==> src/rtl/alu_seq_if.sv <==
// alu_seq_if: operand/opcode request and result/flag bundle for alu_seq.
//   master : drives start, a, b, op; receives result, done, busy, flags
//   slave  : the ALU side of the same signals
interface alu_seq_if #(
    parameter int N = 8
);
    logic         start;
    logic [N-1:0] a;
    logic [N-1:0] b;
    logic [2:0]   op;
    logic [N-1:0] result;
    logic         done;
    logic         busy;
    logic         flag_n;
    logic         flag_z;
    logic         flag_c;
    logic         flag_v;

    modport master (
        output start, a, b, op,
        input  result, done, busy, flag_n, flag_z, flag_c, flag_v
    );

    modport slave (
        input  start, a, b, op,
        output result, done, busy, flag_n, flag_z, flag_c, flag_v
    );
endinterface

==> src/rtl/alu_seq.sv <==
// alu_seq: registered N-bit ALU with start/done handshake and N/Z/C/V flags.
// Single-cycle ops (ADD, SUB, AND, OR, XOR, SHL, SHR) write result on the
// accepting edge; MUL is an iterative shift-add taking N further edges.
//   clk  : system clock, rising edge
//   rst  : asynchronous, active-high reset
//   bus  : alu_seq_if slave -- start/a/b/op in, result/done/busy/flags out
//
// state  | meaning
// -------+---------------------------------------------------------------
// S_IDLE | waiting for start; single-cycle ops complete here
// S_MUL  | shift-add multiply in progress, busy high, start ignored
module alu_seq #(
    parameter int N  = 8,
    parameter int SW = $clog2(N)
) (
    input  logic        clk,
    input  logic        rst,
    alu_seq_if.slave    bus
);
    localparam int CW = (SW < 1) ? 1 : SW;

    localparam logic [2:0] OP_ADD = 3'b000;
    localparam logic [2:0] OP_SUB = 3'b001;
    localparam logic [2:0] OP_AND = 3'b010;
    localparam logic [2:0] OP_OR  = 3'b011;
    localparam logic [2:0] OP_XOR = 3'b100;
    localparam logic [2:0] OP_SHL = 3'b101;
    localparam logic [2:0] OP_SHR = 3'b110;
    localparam logic [2:0] OP_MUL = 3'b111;

    typedef enum logic {S_IDLE, S_MUL} state_t;

    state_t         state;
    logic [2*N-1:0] mcand;
    logic [N-1:0]   mplier;
    logic [2*N-1:0] prod;
    logic [CW-1:0]  cnt;

    logic [N:0]     sum_add;
    logic [N:0]     sum_sub;
    logic [N:0]     shl_full;
    logic [N:0]     shr_full;
    logic [SW-1:0]  amt;
    logic [N-1:0]   sc_res;
    logic           sc_c;
    logic           sc_v;
    logic [2*N-1:0] prod_next;

    assign amt     = bus.b[SW-1:0];
    assign sum_add = {1'b0, bus.a} + {1'b0, bus.b};
    // Top bit of the N+1-bit difference is the borrow (a < b unsigned).
    assign sum_sub = {1'b0, bus.a} - {1'b0, bus.b};
    // One guard bit catches the last bit shifted out; it stays 0 for amount 0.
    assign shl_full = {1'b0, bus.a} << amt;
    assign shr_full = {bus.a, 1'b0} >> amt;

    assign prod_next = prod + (mplier[0] ? mcand : '0);

    always_comb begin
        sc_res = '0;
        sc_c   = 1'b0;
        sc_v   = 1'b0;
        case (bus.op)
            OP_ADD: begin
                sc_res = sum_add[N-1:0];
                sc_c   = sum_add[N];
                sc_v   = (bus.a[N-1] == bus.b[N-1]) && (sum_add[N-1] != bus.a[N-1]);
            end
            OP_SUB: begin
                sc_res = sum_sub[N-1:0];
                sc_c   = sum_sub[N];
                sc_v   = (bus.a[N-1] ^ bus.b[N-1]) & (bus.a[N-1] ^ sum_sub[N-1]);
            end
            OP_AND: sc_res = bus.a & bus.b;
            OP_OR:  sc_res = bus.a | bus.b;
            OP_XOR: sc_res = bus.a ^ bus.b;
            OP_SHL: begin
                sc_res = shl_full[N-1:0];
                sc_c   = shl_full[N];
            end
            OP_SHR: begin
                sc_res = shr_full[N:1];
                sc_c   = shr_full[0];
            end
            default: ;
        endcase
    end

    always_ff @(posedge clk or posedge rst) begin
        if (rst) begin
            state      <= S_IDLE;
            mcand      <= '0;
            mplier     <= '0;
            prod       <= '0;
            cnt        <= '0;
            bus.result <= '0;
            bus.done   <= 1'b0;
            bus.busy   <= 1'b0;
            bus.flag_n <= 1'b0;
            bus.flag_z <= 1'b0;
            bus.flag_c <= 1'b0;
            bus.flag_v <= 1'b0;
        end else begin
            bus.done <= 1'b0;
            case (state)
                S_IDLE: begin
                    if (bus.start) begin
                        if (bus.op == OP_MUL) begin
                            mcand    <= {{N{1'b0}}, bus.a};
                            mplier   <= bus.b;
                            prod     <= '0;
                            cnt      <= '0;
                            bus.busy <= 1'b1;
                            state    <= S_MUL;
                        end else begin
                            bus.result <= sc_res;
                            bus.flag_n <= sc_res[N-1];
                            bus.flag_z <= (sc_res == '0);
                            bus.flag_c <= sc_c;
                            bus.flag_v <= sc_v;
                            bus.done   <= 1'b1;
                        end
                    end
                end
                S_MUL: begin
                    prod   <= prod_next;
                    mcand  <= mcand << 1;
                    mplier <= mplier >> 1;
                    cnt    <= cnt + 1'b1;
                    if (cnt == CW'(N-1)) begin
                        bus.result <= prod_next[N-1:0];
                        bus.flag_n <= prod_next[N-1];
                        bus.flag_z <= (prod_next[N-1:0] == '0);
                        bus.flag_c <= (prod_next[2*N-1:N] != '0);
                        bus.flag_v <= (prod_next[2*N-1:N] != '0);
                        bus.done   <= 1'b1;
                        bus.busy   <= 1'b0;
                        state      <= S_IDLE;
                    end
                end
                default: state <= S_IDLE;
            endcase
        end
    end
endmodule

==> src/flat_wrapper.sv <==
// flat-port wrapper written by rule: the top's interface ports become plain ports
module alu_seq_flat 
#(
    parameter int N  = 8,
    parameter int SW = $clog2(N)
)
  (clk, rst, bus_start, bus_a, bus_b, bus_op, bus_result, bus_done, bus_busy, bus_flag_n, bus_flag_z, bus_flag_c, bus_flag_v);
  alu_seq_if #(.N(N)) bus_i ();
  input  logic clk;
  input  logic rst;
  input wire logic [$bits(bus_i.start)-1:0] bus_start;
  input wire logic [$bits(bus_i.a)-1:0] bus_a;
  input wire logic [$bits(bus_i.b)-1:0] bus_b;
  input wire logic [$bits(bus_i.op)-1:0] bus_op;
  output wire logic [$bits(bus_i.result)-1:0] bus_result;
  output wire logic [$bits(bus_i.done)-1:0] bus_done;
  output wire logic [$bits(bus_i.busy)-1:0] bus_busy;
  output wire logic [$bits(bus_i.flag_n)-1:0] bus_flag_n;
  output wire logic [$bits(bus_i.flag_z)-1:0] bus_flag_z;
  output wire logic [$bits(bus_i.flag_c)-1:0] bus_flag_c;
  output wire logic [$bits(bus_i.flag_v)-1:0] bus_flag_v;
  assign bus_i.start = bus_start;
  assign bus_i.a = bus_a;
  assign bus_i.b = bus_b;
  assign bus_i.op = bus_op;
  assign bus_result = bus_i.result;
  assign bus_done = bus_i.done;
  assign bus_busy = bus_i.busy;
  assign bus_flag_n = bus_i.flag_n;
  assign bus_flag_z = bus_i.flag_z;
  assign bus_flag_c = bus_i.flag_c;
  assign bus_flag_v = bus_i.flag_v;
  alu_seq #(.N(N), .SW(SW)) u_core (.clk(clk), .rst(rst), .bus(bus_i));
endmodule
==> config.mk <==
export PLATFORM = sky130hd
export DESIGN_NAME = alu_seq_flat
export DESIGN_NICKNAME = d
export VERILOG_FILES = /design/src/rtl/alu_seq_if.sv /design/src/rtl/alu_seq.sv /design/src/flat_wrapper.sv
export SDC_FILE = /design/constraint.sdc
export NUM_CORES = 1
export LEC_CHECK = 0
export CAP_MARGIN = 0
export CORE_MARGIN = 2
export CORE_UTILIZATION = 60
export CTS_BUF_LIST = sky130_fd_sc_hd__clkbuf_16
export CTS_CLUSTER_DIAMETER = 150
export DETAILED_ROUTE_END_ITERATION = 7
export HOLD_SLACK_MARGIN = 0.1
export PLACE_DENSITY = 0.85
export SETUP_SLACK_MARGIN = 0.5
export SLEW_MARGIN = 25
export SYNTH_ARGS = -nofsm -noshare
export SYNTH_HDL_FRONTEND = slang
export SYNTH_SLANG_ARGS = --single-unit
==> constraint.sdc <==
create_clock -name clk -period 4.8 [get_ports clk]
set_input_delay 1.2 -clock clk [delete_from_list [all_inputs] [get_ports clk]]
set_output_delay 1.2 -clock clk [all_outputs]
set_load 0.02 [all_outputs]
==> results.toml <==
[logic_synthesis]
netlist_top_cells_count = "nand2_1 (85), dfrtp_1 (57), nor2_1 (53), a21oi_1 (48), o21ai_0 (44)"
ys_types = 73
synth_area_leaders = "dfrtp_1 (27%), ha_1 (10%), nand2_1 (6.1%), a21oi_1 (4.6%), o21ai_0 (4.2%)"
syn_nets = 718
seq_area_frac_synth_pct = 27.4
synth_cells = 651
yosysTopAreaCell = "dfrtp_1"
async_flop_share_pct = 100
synth-main-ff-cell = "dfrtp_1"
synth_edf_count = 0
syn_area_per_cell_sq_um = 7.99
ys_seq_elements = 57
synth_area_sq_mm = 0.00520
synth_top_area_share_pct = 27.4
yosys_warnings = 0
synth.most_common_cell = "nand2_1"

[worst_setup_path]
required_ps = 4990
startpoint_type = "input port"
cp.arrival_ps = 4060
critical_path.endpoint_type = "register"
worstPathMaxFanout = 11
critPathKind = "input port to register"

[power]
internal_power_w = 0.00157
pwr-share-comb_pct = 44.2
p_sw_share_pct = 41.5
switching_power_w = 0.00111
seqPwrFrac_pct = 29.2
power.density_mw_per_mm2 = 453
vdd_drop_max_uv = 290
leakagePower_nw = 2.67
clockPowerShare_pct = 26.6

[clock_network]
cts.hold.buffers_added = 0
cts_resized = 0
clock_latency_ps = 330
cts_buffers = 9
cts_tree = "built"
cts_root_buf = "clkbuf_16"
h-tree-depth = 3
cts_max_path_buffers = 2
clk_pin_slew_ps = 60
post_cts_buffers = 0
cts_num_sinks = 57

[global_route]
grt_usage_pct = 33.2
grt_max_degree = 80
antenna_found_initial = 0
grt_pass1_wl_um = 25300
grt_overflow = 0
grt_pass1_vias = 5017

[placed_design]
gp_congestion = 1.01
dpl-instance-area_sq_mm = 0.00559
post-dp-hpwl_um = 11100
io_buffers = 35

[floorplan]
start_util_pct = 62.6
io_pins = 36
core_sq_mm = 0.00830
die_w_um = 97.1
die-height_um = 97.1
dieArea_sq_mm = 0.00943
placementRows = 33

[sta]
fmax_mhz = 258
skew_ps = 6.49
layout_min_cycle_time_ps = 3880
fin_crit_sh_pct = 80.7
setup_tns_ps = 0
finalHoldViolCount = 0
rsz0062_at_grt = "no"
timing_worst_slew_pin_value_ps = 705
max_slew_margin_pct = 53.0
slew_viol_final = 0
finalSetupViolations = 0

[run_status]
status = "completed"

[finish]
diodes = 0
drive_above_1_share_pct = 7.03
fin_util_pct = 71.3
syn_to_final_growth_pct = 13.9
stdcell_area_sq_mm = 0.00592
layout.nets = 731
final.fill_count = 650

[routing]
drc = 0
vias = 5143
wl_um = 15600
drt_iter0_markers = 490
drt_pre_antenna_iters = 7
drtAntennaViolNets = 0
detail_route.wl_per_cell_um = 20.1
vias_per_cell = 6.64

[job]
cap_violations = 0

[hold_path]
hold_path_class = "register to register"
placed cells by master, fill, tap and decap left out, types with 4 or more instances in the layout:
cell type        instances
inv_2                    5
o21ai_0                 44
nor2b_1                  5
xnor2_1                 10
and2_1                  24
a31oi_1                  5
o22ai_1                  5
a22oi_1                  6
a21oi_1                 48
nand3_1                 11
a32oi_1                  5
a2111oi_0                5
clkdlybuf4s50_1         35
mux2i_1                 18
a211oi_1                 7
inv_1                   28
clkbuf_16                9
a211o_1                  5
nand2b_1                 6
o211ai_1                 7
and3_1                   5
nand2_1                 85
ha_1                    42
nor4_1                   4
nand4_1                  9
nor3_1                  12
nor2_1                  53
xor2_1                   6
o21ai_1                  6
buf_4                   13
o21a_1                   5
a21o_1                   9
dfrtp_1                 56
worst max-delay path, cell delays in order:
cell and delay, ps:
clkdlybuf4s50_1 680, buf_4 310, nand2_1 130, o211ai_1 240, and2_1 400, a31oi_1 280
o2111ai_2 210, o41ai_2 460, a21oi_1 150
worst paths after layout:
| kind | slack (ps) | endpoint | from | depth (start not counted) |
|---|---|---|---|---|
| hold reg to reg | 490 | u_core.mplier[0]$_DFFE_PP0P_ | u_core.mplier[1]$_DFFE_PP0P_ | 2 |
| min in group asynchronous | 1230 | u_core.bus.done$_DFF_PP0_ | rst | 2 |
| setup / recovery | 920 | u_core.bus.flag_c$_DFFE_PP0P_ | bus_op[2] | 9 |
| max in group asynchronous | 2700 | u_core.state$_DFF_PP0_ | rst | 3 |
| setup reg to reg | 1040 | u_core.bus.flag_c$_DFFE_PP0P_ | u_core.mplier[0]$_DFFE_PP0P_ | 10 |
| hold / removal | 490 | u_core.mplier[0]$_DFFE_PP0P_ | u_core.mplier[1]$_DFFE_PP0P_ | 2 |
cell families (layout without fill, tap and decap cells):
family,after synthesis,in the layout,synth area share (%)
flip-flops,57,57,27.4
AO/OA/AOI/OAI,204,204,26.8
buffers and inverters,79,97,5.99
multiplexers,24,24,5.41
AND/OR/NAND/NOR,226,226,20.4
XOR/XNOR,16,16,2.70
adder cells (fa/ha/maj),45,45,11.3
flip-flops by register name (all words and copies together), names as in the netlist:
name               flops
u_core.bus.busy        1
u_core.bus.done        1
u_core.bus.flag_c      1
u_core.bus.flag_v      1
u_core.bus.flag_z      1
u_core.bus.result      8
u_core.cnt             3
u_core.mcand          16
u_core.mplier          8
u_core.prod           16
u_core.state           1
stage by stage:
step | hold slack [ps] | std cells | power [W] | setup slack [ps]
6_report | 495 | 774 | 0.00268 | 924
5_1_grt | 514 | 774 | 0.00282 | 769
4_1_cts | 499 | 774 | 0.00266 | 1030
3_5_place_dp | 475 | 758 | 0.00193 | 685
3_3_place_gp | 470 | 758 | 0.00189 | 737
2_1_floorplan | 453 | 651 | 0.00158 | 1200
power by group through the flow:
stage / clock, W / combinational [W] / sequential [W]
2_1_floorplan: 0 / 0.000772 / 0.000806
3_3_place_gp: 0 / 0.00111 / 0.000773
3_5_place_dp: 0 / 0.00115 / 0.000784
4_1_cts: 0.000715 / 0.00117 / 0.000778
5_1_grt: 0.000735 / 0.00129 / 0.000800
6_report: 0.000715 / 0.00118 / 0.000782
metal layers:
metal	part of all wire, %	global-route usage [%]	up-vias
met2	46	53.2	267
met5	0	0	-
met1	44	45.8	2443
li1	-	-	2390
met4	2.8	11.8	0
met3	7.8	5.18	43
layout make-up:
class                   instances  area [sq um]  share of cell area [%]
flip-flops and latches         57          1430                    24.1
clock inverters                 7           103                    1.73
inverters                      33           124                    2.09
repair buffers                 48           448                    7.57
well taps                     105           131                    2.22
clock buffers                   9           225                    3.80
multi-input cells             515          3460                    58.5
(Power assumes the default switching activity.)
